===== src/rtl/riscv_pipe_ctrl.sv =====
// Hazard and sequencing controller for the 5-stage RV32I pipeline: load-use, taken-branch and
// data-memory wait handling with a bus-timeout watchdog. Optional counters: RISCV_PIPE_PERF_EN.
module riscv_pipe_ctrl #(
    parameter int MEM_TIMEOUT = 16,
    parameter int CNT_W       = 32
) (
    input  logic             clk,
    input  logic             rst_n,
    input  logic             id_valid_i,
    input  logic [4:0]       id_rs1_idx_i,
    input  logic [4:0]       id_rs2_idx_i,
    input  logic             ex_data_re_i,
    input  logic [4:0]       ex_rd_idx_i,
    input  logic             ex_br_taken_i,
    input  logic             mem_req_i,
    input  logic             mem_ack_i,
    output logic             pc_stall_o,
    output logic             if_id_stall_o,
    output logic             if_id_flush_o,
    output logic             id_ex_flush_o,
    output logic             ex_mem_stall_o,
    output logic             mem_wb_flush_o,
    output logic             err_o,
    output logic [CNT_W-1:0] stall_cnt_o,
    output logic [CNT_W-1:0] flush_cnt_o
);

    localparam int WCNT_W = (MEM_TIMEOUT > 2) ? $clog2(MEM_TIMEOUT) : 1;
    localparam logic [WCNT_W-1:0] WCNT_LAST = WCNT_W'(MEM_TIMEOUT - 1);

    typedef enum logic [1:0] {
        S_RUN  = 2'd0,
        S_WAIT = 2'd1,
        S_ERR  = 2'd2
    } state_t;

    state_t            state_reg;
    logic [WCNT_W-1:0] wait_cnt_reg;

    logic [9:0] src_idx_flat;
    logic [1:0] src_hit;
    logic       load_use;
    logic       mem_wait;
    logic       in_err;
    logic       br_flush;

    assign src_idx_flat = {id_rs2_idx_i, id_rs1_idx_i};

    genvar gi;
    generate
        for (gi = 0; gi < 2; gi++) begin : g_src_hit
            assign src_hit[gi] = (src_idx_flat[gi*5 +: 5] == ex_rd_idx_i);
        end
    endgenerate

    // x0 is hard-wired zero, so a load targeting it never produces a usable result to wait for.
    assign load_use = id_valid_i && ex_data_re_i && (ex_rd_idx_i != 5'd0) && (|src_hit);

    assign in_err   = (state_reg == S_ERR);
    assign mem_wait = ((state_reg == S_RUN)  && mem_req_i && !mem_ack_i) ||
                      ((state_reg == S_WAIT) && !mem_ack_i);
    assign br_flush = ex_br_taken_i && !mem_wait && !in_err;

    // Priority: bus error, then memory wait, then taken branch, then load-use.
    always_comb begin
        pc_stall_o     = 1'b0;
        if_id_stall_o  = 1'b0;
        if_id_flush_o  = 1'b0;
        id_ex_flush_o  = 1'b0;
        ex_mem_stall_o = 1'b0;
        mem_wb_flush_o = 1'b0;
        if (in_err) begin
            pc_stall_o     = 1'b1;
            if_id_stall_o  = 1'b1;
            id_ex_flush_o  = 1'b1;
            ex_mem_stall_o = 1'b1;
            mem_wb_flush_o = 1'b1;
        end else if (mem_wait) begin
            pc_stall_o     = 1'b1;
            if_id_stall_o  = 1'b1;
            ex_mem_stall_o = 1'b1;
            mem_wb_flush_o = 1'b1;
        end else if (br_flush) begin
            if_id_flush_o  = 1'b1;
            id_ex_flush_o  = 1'b1;
        end else if (load_use) begin
            pc_stall_o     = 1'b1;
            if_id_stall_o  = 1'b1;
            id_ex_flush_o  = 1'b1;
        end
    end

    assign err_o = in_err;

    // The counter never passes WCNT_LAST: reaching it without an ack leaves S_WAIT for S_ERR.
    always_ff @(posedge clk or negedge rst_n) begin
        if (!rst_n) begin
            state_reg    <= S_RUN;
            wait_cnt_reg <= '0;
        end else begin
            case (state_reg)
                S_RUN: begin
                    if (mem_req_i && !mem_ack_i) begin
                        state_reg    <= S_WAIT;
                        wait_cnt_reg <= '0;
                    end
                end
                S_WAIT: begin
                    if (mem_ack_i) begin
                        state_reg    <= S_RUN;
                        wait_cnt_reg <= '0;
                    end else if (wait_cnt_reg == WCNT_LAST) begin
                        state_reg    <= S_ERR;
                    end else begin
                        wait_cnt_reg <= wait_cnt_reg + 1'b1;
                    end
                end
                S_ERR: begin
                    state_reg <= S_ERR;
                end
                default: begin
                    state_reg    <= S_RUN;
                    wait_cnt_reg <= '0;
                end
            endcase
        end
    end

`ifdef RISCV_PIPE_PERF_EN
    logic [CNT_W-1:0] stall_cnt_reg;
    logic [CNT_W-1:0] flush_cnt_reg;

    always_ff @(posedge clk or negedge rst_n) begin
        if (!rst_n) begin
            stall_cnt_reg <= '0;
            flush_cnt_reg <= '0;
        end else begin
            if (pc_stall_o) begin
                stall_cnt_reg <= stall_cnt_reg + CNT_W'(1);
            end
            if (br_flush) begin
                flush_cnt_reg <= flush_cnt_reg + CNT_W'(1);
            end
        end
    end

    assign stall_cnt_o = stall_cnt_reg;
    assign flush_cnt_o = flush_cnt_reg;
`else
    assign stall_cnt_o = '0;
    assign flush_cnt_o = '0;
`endif

endmodule

===== config.mk =====
export PLATFORM = sky130hd
export DESIGN_NAME = riscv_pipe_ctrl
export DESIGN_NICKNAME = d
export VERILOG_FILES = /design/src/rtl/riscv_pipe_ctrl.sv
export SDC_FILE = /design/constraint.sdc
export NUM_CORES = 1
export LEC_CHECK = 0
export CAP_MARGIN = 20
export CORE_MARGIN = 3
export CORE_UTILIZATION = 45
export CTS_CLUSTER_DIAMETER = 60
export CTS_CLUSTER_SIZE = 14
export DETAILED_ROUTE_END_ITERATION = 12
export DONT_BUFFER_PORTS = 1
export GPL_ROUTABILITY_DRIVEN = 1
export GPL_TIMING_DRIVEN = 1
export HOLD_SLACK_MARGIN = 0.08
export PLACE_DENSITY = 0.7
export SYNTH_ARGS = -nofsm -noshare
export SYNTH_HDL_FRONTEND = slang
export SYNTH_SLANG_ARGS = --single-unit

===== constraint.sdc =====
create_clock -name clk -period 1.85 [get_ports clk]
set_clock_uncertainty 0.15 [all_clocks]
set_input_delay 0.185 -clock clk [delete_from_list [all_inputs] [get_ports clk]]
set_output_delay 0.185 -clock clk [all_outputs]
set_load 0.02 [all_outputs]

==> results of run 1 <==
## placed cells by master, fill, tap and decap left out, types with 3 or more instances in the layout
| master | n |
|---|---|
| conb_1 | 64 |
| xnor2_1 | 11 |
| nand2_1 | 8 |
| dfrtp_1 | 5 |
| nor2_1 | 4 |
| nand3_1 | 4 |
| inv_1 | 3 |
| a21oi_1 | 3 |
| o21ai_1 | 3 |
| clkbuf_4 | 3 |
| dlygate4sd3_1 | 3 |
## power breakdown
group          internal [W]  switching [W]  total [W]
Sequential         0.000139     0.00000898   0.000148
Clock             0.0000731      0.0000432   0.000116
Combinational     0.0000438       0.000164   0.000208
## cells by family (layout without fill, tap and decap cells)
logic type,count (synthesis),in the layout
fa+ha+maj,1,1
xor+xnor,11,11
compound gates,16,16
other cells,1,64
flops,6,6
mux,1,1
buf+inv,70,11
simple gates,21,21
## how the worst min path moves through the flow
stage,to,slack [ns],cells past startpoint
after global routing,state_reg[1],0.11,1
after floorplan,state_reg[0],-0.26,0
after CTS,state_reg[1],0.09,1
after global placement,wait_cnt_reg[1],-0.26,0
final,state_reg[1],0.1,1
after detailed placement,wait_cnt_reg[3],-0.26,0
## synthesized netlist by cell type (2+ instances only)
cell / instances / area [um2]
a21oi_1: 3 / 15.01
o21ai_1: 3 / 15.01
buf_4: 66 / 495.5
dfrtp_1: 6 / 150.1
inv_1: 3 / 11.26
nor2_1: 4 / 15.01
xnor2_1: 11 / 96.34
nand2_1: 8 / 30.03
nand3_1: 4 / 20.02
o22ai_1: 2 / 12.51
## routing by layer
metal / vias to the layer above / GRT usage [%]
met5: - / 0
met4: 0 / 8.936
met3: 2 / 3.099
met2: 63 / 14.69
met1: 273 / 10.79
li1: 292 / -
## cell type report
type / instances / area, um2
Sequential cell: 6 / 151.4
Tap cell: 27 / 33.78
Inverter: 3 / 11.26
Multi-Input combinational cell: 114 / 578.1
Fill cell: 211 / 1200
Clock buffer: 3 / 22.52
Timing Repair Buffer: 5 / 45.04
## metrics by stage
step	power [W]	instance area, um2	hold slack [ns]	worst slack [ns]
after global routing	0.0005085	842.1	0.1121	0.05322
after detailed placement	0.0003442	779.5	-0.2604	0.2305
after floorplan	0.0004417	1245	-0.2606	0.2317
final	0.0004724	842.1	0.09722	0.1188
after global placement	0.0003413	779.5	-0.2604	0.2700
after CTS	0.0004749	833.3	0.09002	0.01404
## worst reg2reg max path: stages (launching register included)
cell and delay, ns:
dfrtp_1 0.41, ha_1 0.26, nand3_1 0.20, mux2i_1 0.25, o22ai_1 0.13
## repair_timing
| item | 4_1_cts | 5_1_grt |
|---|---|---|
| buffers inserted | 0 | 1 |
| resized for setup | 1 | 1 |
| setup endpoints to repair | 5 | 5 |
| hold buffers | 3 | 0 |
| hold endpoints to repair | 10 | 0 |
==> flow_metrics.env, run 1 <==
export IMPL_dp_cells=151
export IMPL_cts_tree="done"
export IMPL_ios=93
export IMPL_required_ns=1.51
export IMPL_setup_viol=0
export IMPL_drt_iter0_markers=7
export IMPL_cp_num_cells=4
export IMPL_cts_made_buffers=3
export IMPL_dp_hpwl_um=1403
export IMPL_critPathLaunch="state_reg[1]"
export IMPL_r2r_end="wait_cnt_reg[1]"
export IMPL_synth_compound_area_share_pct=11.41
export IMPL_setup_worst_path_start_class="flip-flop"
export IMPL_synth_simple_area_share_pct=10.17
export IMPL_hold_viol_final=0
export IMPL_p_leak_nw=0.4578
export IMPL_path_clk_slew_ns=0.04
export IMPL_initial_core_util_pct=49.39
export IMPL_rrSetupSlack_ns=0.32
export IMPL_hold_path_class="input port to asynchronous set/reset pin"
export IMPL_dieArea_um2=2845
export IMPL_drtAntennaViolNets=0
export IMPL_num_rows=16
export IMPL_r2r_cells=4
export IMPL_endpoint="pc_stall_o"
export IMPL_finalCritPeriodShare_pct=93.58
export IMPL_grt_first_pass_wirelength_um=1925
export IMPL_largest_register_ffs=4
export IMPL_setup_tns_ns=0
export IMPL_syn_area_um2=1008
export IMPL_drcViolationCount=0
export IMPL_instances_no_fill=158
export IMPL_cp_cell_sequence="and2b_2, nor2_1, o21ai_1, buf_4"
export IMPL_syn_avg_cell_area_um2=7.941
export IMPL_syn2layout_area_growth_pct=-16.50
export IMPL_top_layer_used="met4"
export IMPL_synth_edf_count=0
export IMPL_finalNetCount=156
export IMPL_grt_max_degree=12
export IMPL_cpMaxStageDelayCell="dfrtp_1"
export IMPL_crit_type="flip-flop to output pin"
export IMPL_routed_wl_met2_um=810
export IMPL_postLayoutCoreUtil_pct=41.24
export IMPL_slowest_delay_ns=0.42
export IMPL_gp_congestion=0.6030
export IMPL_yosysSeqAreaShare_pct=14.89
export IMPL_grt_pass1_vias=453
export IMPL_vias=630
export IMPL_track_usage_pct=9.796
export IMPL_yosysWarnings=0
export IMPL_die_w_um=53.34
export IMPL_cp_num_buf_inv=1
export IMPL_core_area_um2=2042
export IMPL_r2r_start="wait_cnt_reg[0]"
export IMPL_cts_buffer_depth=2
export IMPL_fp_dieH_um=53.34
export IMPL_endpoint_kind="output pin"
export IMPL_wire_per_inst_um=10.29
export IMPL_antenna_found_initial=0
export IMPL_synth_seq_cells=6
export IMPL_drtPass1Iterations=4
export IMPL_diodes=0
export IMPL_viasPerCell=3.987
export IMPL_wl_met3_um=280
export IMPL_clock_root_buffer="clkbuf_4"
export IMPL_cp_top_family="simple AND/OR/NAND/NOR gates"
export IMPL_final_layout_size_suffix_gt1_share_pct=7.634
export IMPL_synthXorXnorAreaFrac_pct=9.553
export IMPL_cp_max_fo=5
export IMPL_synthFlopType="dfrtp_1"
export IMPL_drv_slew=0
export IMPL_p_per_area_nw_per_um2=561.0
export IMPL_synth_cells=127
export IMPL_synth_top_family_by_area="buffers and inverters"
export IMPL_clock_fmax_mhz=577.6
export IMPL_worstPathArrival_ns=1.40
export IMPL_grt_overflow=0
export IMPL_insertion_delay_ns=0.24
export IMPL_h_tree_depth=1
export IMPL_drt_met1_wl_um=516
export IMPL_cts_sinks=6
export IMPL_maxCapViolations=0
export IMPL_yosysUniqueCellTypes=27
export IMPL_routed_wl_um=1626
export IMPL_yosys_area_share_adder_pct=1.241
export IMPL_rsz0062_at_grt="false"
export IMPL_synth_mux_area_share_pct=0.9926
export IMPL_status="completed"
export IMPL_port_buffer_count=0
export IMPL_synth_async_reset_ratio_pct=100.0
export IMPL_ir_drop_uv=185.0
export IMPL_min_period_ns=1.731
Power figures use the tool's default switching activity.
==> inputs of run 2 (changes only) <==
- CELL_PAD_IN_SITES_DETAIL_PLACEMENT: default -> 1
- CELL_PAD_IN_SITES_GLOBAL_PLACEMENT: default -> 1
- CORE_UTILIZATION: 45 -> 42
- CTS_BUF_LIST: default -> sky130_fd_sc_hd__clkbuf_2 sky130_fd_sc_hd__clkbuf_4 sky130_fd_sc_hd__clkbuf_8
- PLACE_DENSITY: 0.7 -> 0.91
==> run 2 against run 1 <==
  * Setup slack got worse by 0.049 ns
  * Cell count is 0.63% higher
  * Power up 2.6%
  * Sequential power barely moved
  * Maximum frequency decreased by 2.7%
  * Non-clock buffer count stayed put
  * Clock power grew 9%
==> flow_metrics.env, run 2 (synthesized netlist as in run 1, its figures left out) <==
export IMPL_status="completed"
export IMPL_p_per_area_nw_per_um2=569.6
export IMPL_drv_slew=0
export IMPL_core_area_um2=2255
export IMPL_insertion_delay_ns=0.26
export IMPL_fill_cells=318
export IMPL_routed_wl_um=1809
export IMPL_required_ns=1.51
export IMPL_grt_max_degree=12
export IMPL_h_tree_depth=1
export IMPL_endpoint_kind="output pin"
export IMPL_cts_buffer_depth=2
export IMPL_crit_top_cell="nor2_1"
export IMPL_power_w=0.0004847
export IMPL_ir_drop_uv=215.9
export IMPL_ios=93
export IMPL_final_layout_size_suffix_gt1_share_pct=7.634
export IMPL_track_usage_pct=10.81
export IMPL_syn2layout_area_growth_pct=-15.63
export IMPL_vias=632
export IMPL_clock_fmax_mhz=561.8
export IMPL_r2r_cells=4
export IMPL_layout_commonest_cell="conb_1"
export IMPL_gp_congestion=0.6926
export IMPL_crit_type="flip-flop to output pin"
export IMPL_dieArea_um2=3025
export IMPL_final_cell_mix="64 x conb_1, 11 x xnor2_1, 8 x nand2_1"
export IMPL_num_rows=17
export IMPL_initial_core_util_pct=44.73
export IMPL_grt_overflow=0
export IMPL_setup_tns_ns=0
export IMPL_cts_sinks=6
export IMPL_rrSetupSlack_ns=0.35
export IMPL_grt_pass1_vias=571
export IMPL_setup_slack_ns=0.06992
export IMPL_r2r_start="wait_cnt_reg[0]"
export IMPL_postLayoutCoreUtil_pct=37.74
export IMPL_die_w_um=55
export IMPL_hold_path_class="input port to asynchronous set/reset pin"
export IMPL_cpMaxStageDelayCell="dfrtp_2"
export IMPL_drtPass1Iterations=3
export IMPL_antenna_found_initial=0
export IMPL_timing_hold_ws_ns=0.09201
export IMPL_dp_hpwl_um=1574
export IMPL_cts_setup_buffers=0
export IMPL_grt_first_pass_wirelength_um=2325
export IMPL_setup_viol=0
export IMPL_cp_cell_sequence="o21bai_4, nor2_1, nor2_1, o21ai_1, buf_4"
export IMPL_clock_root_buffer="clkbuf_4"
export IMPL_slowest_delay_ns=0.48
export IMPL_largest_register_ffs=4
export IMPL_hold_viol_final=0
export IMPL_viasPerCell=3.975
export IMPL_path_clk_slew_ns=0.05
export IMPL_maxCapViolations=0
export IMPL_cts_tree="done"
export IMPL_port_buffer_count=0
export IMPL_fp_dieH_um=55
export IMPL_finalNetCount=156
export IMPL_min_period_ns=1.780
export IMPL_r2r_end="wait_cnt_reg[1]"
export IMPL_diodes=0
export IMPL_cp_max_fo=11
export IMPL_drcViolationCount=0
export IMPL_setup_worst_path_start_class="flip-flop"
export IMPL_drtAntennaViolNets=0
export IMPL_drt_iter0_markers=9
export IMPL_post_place_ws_ns=0.2620
export IMPL_p_leak_nw=0.4605
export IMPL_worstPathArrival_ns=1.45
export IMPL_cts_made_buffers=3
export IMPL_finalCritPeriodShare_pct=96.22
export IMPL_wire_per_inst_um=11.38
[run 2: cell counts in the layout (fill, tap and decap cells not counted)]
Identical to the previous run, type by type.
[run 2: worst max path at each step]
stage	slack, ns	cells past startpoint	startpoint	end
6_report	0.07	5	state_reg[0]	if_id_stall_o
5_1_grt	-0.004	5	state_reg[0]	pc_stall_o
4_1_cts	0.01	5	state_reg[0]	if_id_stall_o
3_5_place_dp	0.26	4	state_reg[0]	if_id_flush_o
3_3_place_gp	0.31	5	ex_rd_idx_i[1]	if_id_stall_o
2_1_floorplan	0.23	5	ex_rd_idx_i[1]	pc_stall_o
[run 2: cell type report]
type                    instances  area [um2]  area share, %
multi-input cells             114       585.6          68.82
flip-flops and latches          6       151.4          17.79
repair buffers                  5       45.04          5.294
well taps                      28       35.03          4.118
clock buffers                   3       22.52          2.647
inverters                       3       11.26          1.324
[run 2: routing by layer]
| layer | share of wire [%] | GRT usage (%) | wire length, um |
|---|---|---|---|
| met4 | 0.94 | 4.858 | 17 |
| met3 | 13 | 4.290 | 237 |
| met2 | 55 | 19.09 | 1002 |
| met1 | 31 | 11.17 | 553 |
| met5 | 0 | 0 | 0 |
[run 2: power by group]
group	internal (W)	total [W]	switching, W
clock	0.0000738	0.000127	0.0000535
combinational	0.0000437	0.000206	0.000162
sequential	0.000139	0.000151	0.0000121
total	0.000257	0.000485	0.000228
[run 2: repair_timing]
item                                    in CTS  in global routing
pin swaps                                    0                  0
hold buffers                                 3                  0
gates resized for setup                      1                  2
endpoints found under the setup margin       1                  5
hold endpoints to repair                    11                  0
[run 2: per-stage QoR]
stage	instance area, um2	instances
6_report	850.8	159
5_1_grt	850.8	159
3_3_place_gp	788.3	153
2_1_floorplan	1245	190
4_1_cts	842.1	159
3_5_place_dp	788.3	153
[run 2: critical path: cells and delay by family, from the launching register on]
family	cells	cell delay (ns)
buf+inv	1	0.18
compound gates	2	0.28
flops	1	0.48
simple gates	2	0.25
==> inputs of run 3 (changes only) <==
- CORE_UTILIZATION: 42 -> 38
- PLACE_DENSITY: 0.91 -> 0.87
- clock period: 1.85 -> 1.44 ns (I/O delays scaled with it)
==> run 3 against run 2 <==
  * The flow now finishes with violations (setup timing)
  * Via count rose by 7.3%
  * Setup slack got worse by 0.23 ns
  * Clock power increased by 35%
  * Sequential share of layout area shrank 1.7 points
  * Global-route usage is 1.3 points higher
  * Largest cell class unchanged
==> flow_metrics.env, run 3 (synthesized netlist as in run 1, its figures left out) <==
export IMPL_status="complete, but fails checks"
export IMPL_violations="setup timing"
export IMPL_drtAntennaViolNets=0
export IMPL_viasPerCell=4.084
export IMPL_layout_commonest_cell="conb_1"
export IMPL_setup_tns_ns=-0.9791
export IMPL_num_rows=18
export IMPL_p_leak_nw=0.4879
export IMPL_p_int_w=0.0003481
export IMPL_routed_wl_um=2133
export IMPL_post_place_ws_ns=0.01950
export IMPL_drcViolationCount=0
export IMPL_cts_made_buffers=3
export IMPL_cts_sinks=6
export IMPL_finalNetCount=161
export IMPL_vias=678
export IMPL_path_clk_slew_ns=0.05
export IMPL_rsz0062_at_grt="true"
export IMPL_final_cell_mix="64 x conb_1, 11 x xnor2_1, 8 x nand2_1"
export IMPL_grt_max_degree=10
export IMPL_ios=93
export IMPL_cts_buffer_depth=2
export IMPL_swShare_pct=47.25
export IMPL_gp_congestion=0.7008
export IMPL_p_clk_share_pct=26.1
export IMPL_endpoint_kind="output pin"
export IMPL_hold_path_class="input port to flip-flop"
export IMPL_stdcell_area_um2=940.9
export IMPL_initial_core_util_pct=40.34
export IMPL_dpl_cell_area_um2=827.0
export IMPL_final_layout_size_suffix_gt1_share_pct=16.91
export IMPL_setup_worst_path_start_class="flip-flop"
export IMPL_core_area_um2=2500
export IMPL_dieArea_um2=3308
export IMPL_port_buffer_count=0
export IMPL_setup_slack_ns=-0.1616
export IMPL_fp_dieH_um=57.52
export IMPL_p_seq_share_pct=28.7
export IMPL_clock_root_buffer="clkbuf_4"
export IMPL_cp_cell_sequence="and2b_2, nor2_4, buf_6, o21ai_4"
export IMPL_antenna_found_initial=0
export IMPL_grt_overflow=0
export IMPL_seq_area_um2=151.4
export IMPL_multi_input_area_um2=623.1
export IMPL_hold_viol_final=0
export IMPL_finalCritPeriodShare_pct=111.2
export IMPL_wire_per_inst_um=12.85
export IMPL_cts_tree="done"
export IMPL_ir_drop_uv=423.7
export IMPL_setup_viol=7
export IMPL_largest_register_ffs=4
export IMPL_crit_type="flip-flop to output pin"
export IMPL_cpMaxStageDelayCell="dfrtp_1"
export IMPL_diodes=0
export IMPL_drv_slew=0
export IMPL_clock_fmax_mhz=624.4
export IMPL_combPwrFrac_pct=45.3
export IMPL_slowest_delay_ns=0.43
export IMPL_die_w_um=57.52
export IMPL_dp_hpwl_um=1785
export IMPL_syn2layout_area_growth_pct=-6.700
export IMPL_worstPathArrival_ns=1.31
export IMPL_track_usage_pct=12.09
export IMPL_insertion_delay_ns=0.26
export IMPL_h_tree_depth=1
export IMPL_grt_pass1_vias=659
export IMPL_required_ns=1.15
export IMPL_drtPass1Iterations=2
export IMPL_drt_iter0_markers=17
export IMPL_maxCapViolations=0
export IMPL_power_switching_w=0.0003118
export IMPL_grt_first_pass_wirelength_um=3015
export IMPL_min_period_ns=1.602
export IMPL_fill_cells=331
export IMPL_p_per_area_nw_per_um2=701.4
export IMPL_cp_max_fo=3
==> run 3: cell types whose count changed in the layout (fill, tap and decap cells not counted), moves of 2 or more <==
cell and change:
nor2_1 -3, nor2_2 +2, buf_6 +2, buf_4 +2
==> run 3: worst paths after layout <==
kind	startpoint	end	slack [ns]	depth (start not counted)
setup / recovery	state_reg[0]	pc_stall_o	-0.16	4
hold / removal	mem_ack_i	state_reg[0]	0.08	3
setup reg to reg	state_reg[0]	state_reg[1]	0.03	4
hold reg to reg	wait_cnt_reg[1]	wait_cnt_reg[1]	0.47	2
max in group asynchronous	rst_n	state_reg[1]	0.30	2
min in group asynchronous	rst_n	wait_cnt_reg[3]	0.59	2
==> run 3: layer usage <==
metal	vias up	track usage (%)	wire length, um
li1	300	-	-
met1	313	10.38	630
met2	56	23.71	1202
met3	9	2.262	215
met4	0	9.272	85
met5	-	0	0
==> run 3: per-stage QoR <==
stage          hold WS [ns]  util, %  total power, W  std cells
2_1_floorplan       -0.3016        -       0.0005773        190
3_3_place_gp        -0.3014    33.08       0.0004506        157
3_5_place_dp        -0.3014    33.08       0.0004603        157
4_1_cts           -0.002168    36.84       0.0006511        165
5_1_grt              0.1032    37.64       0.0006865        166
6_report            0.08106    37.64       0.0006600        166
==> run 3: power by group through the flow <==
stage / clock (W) / sequential [W] / combinational, W
final: 0.000172 / 0.000189 / 0.000299
after CTS: 0.000175 / 0.000188 / 0.000289
after floorplan: 0 / 0.000189 / 0.000389
after global routing: 0.000174 / 0.000191 / 0.000322
after global placement: 0 / 0.000189 / 0.000261
after detailed placement: 0 / 0.000191 / 0.000270
==> run 3: area by class of cell <==
class | count | share of cell area (%)
multi-input cells | 114 | 66.22
flip-flops and latches | 6 | 16.09
repair buffers | 10 | 9.840
well taps | 30 | 3.989
clock buffers | 3 | 2.394
inverters | 3 | 1.463
==> run 3: critical path: cells and delay by family (launching register included) <==
kind	cells	cell delay (ns)
buffers and inverters	1	0.11
AOI/OAI and AO/OA	1	0.10
and+or+nand+nor	2	0.41
DFF	1	0.43
==> run 3: repair_timing <==
item	4_1_cts	5_1_grt
hold endpoints to repair	12	5
cloned	0	0
pin swaps	3	3
endpoints found under the setup margin	7	12
gates resized for setup	10	3
setup buffers	2	0
hold buffers	3	1
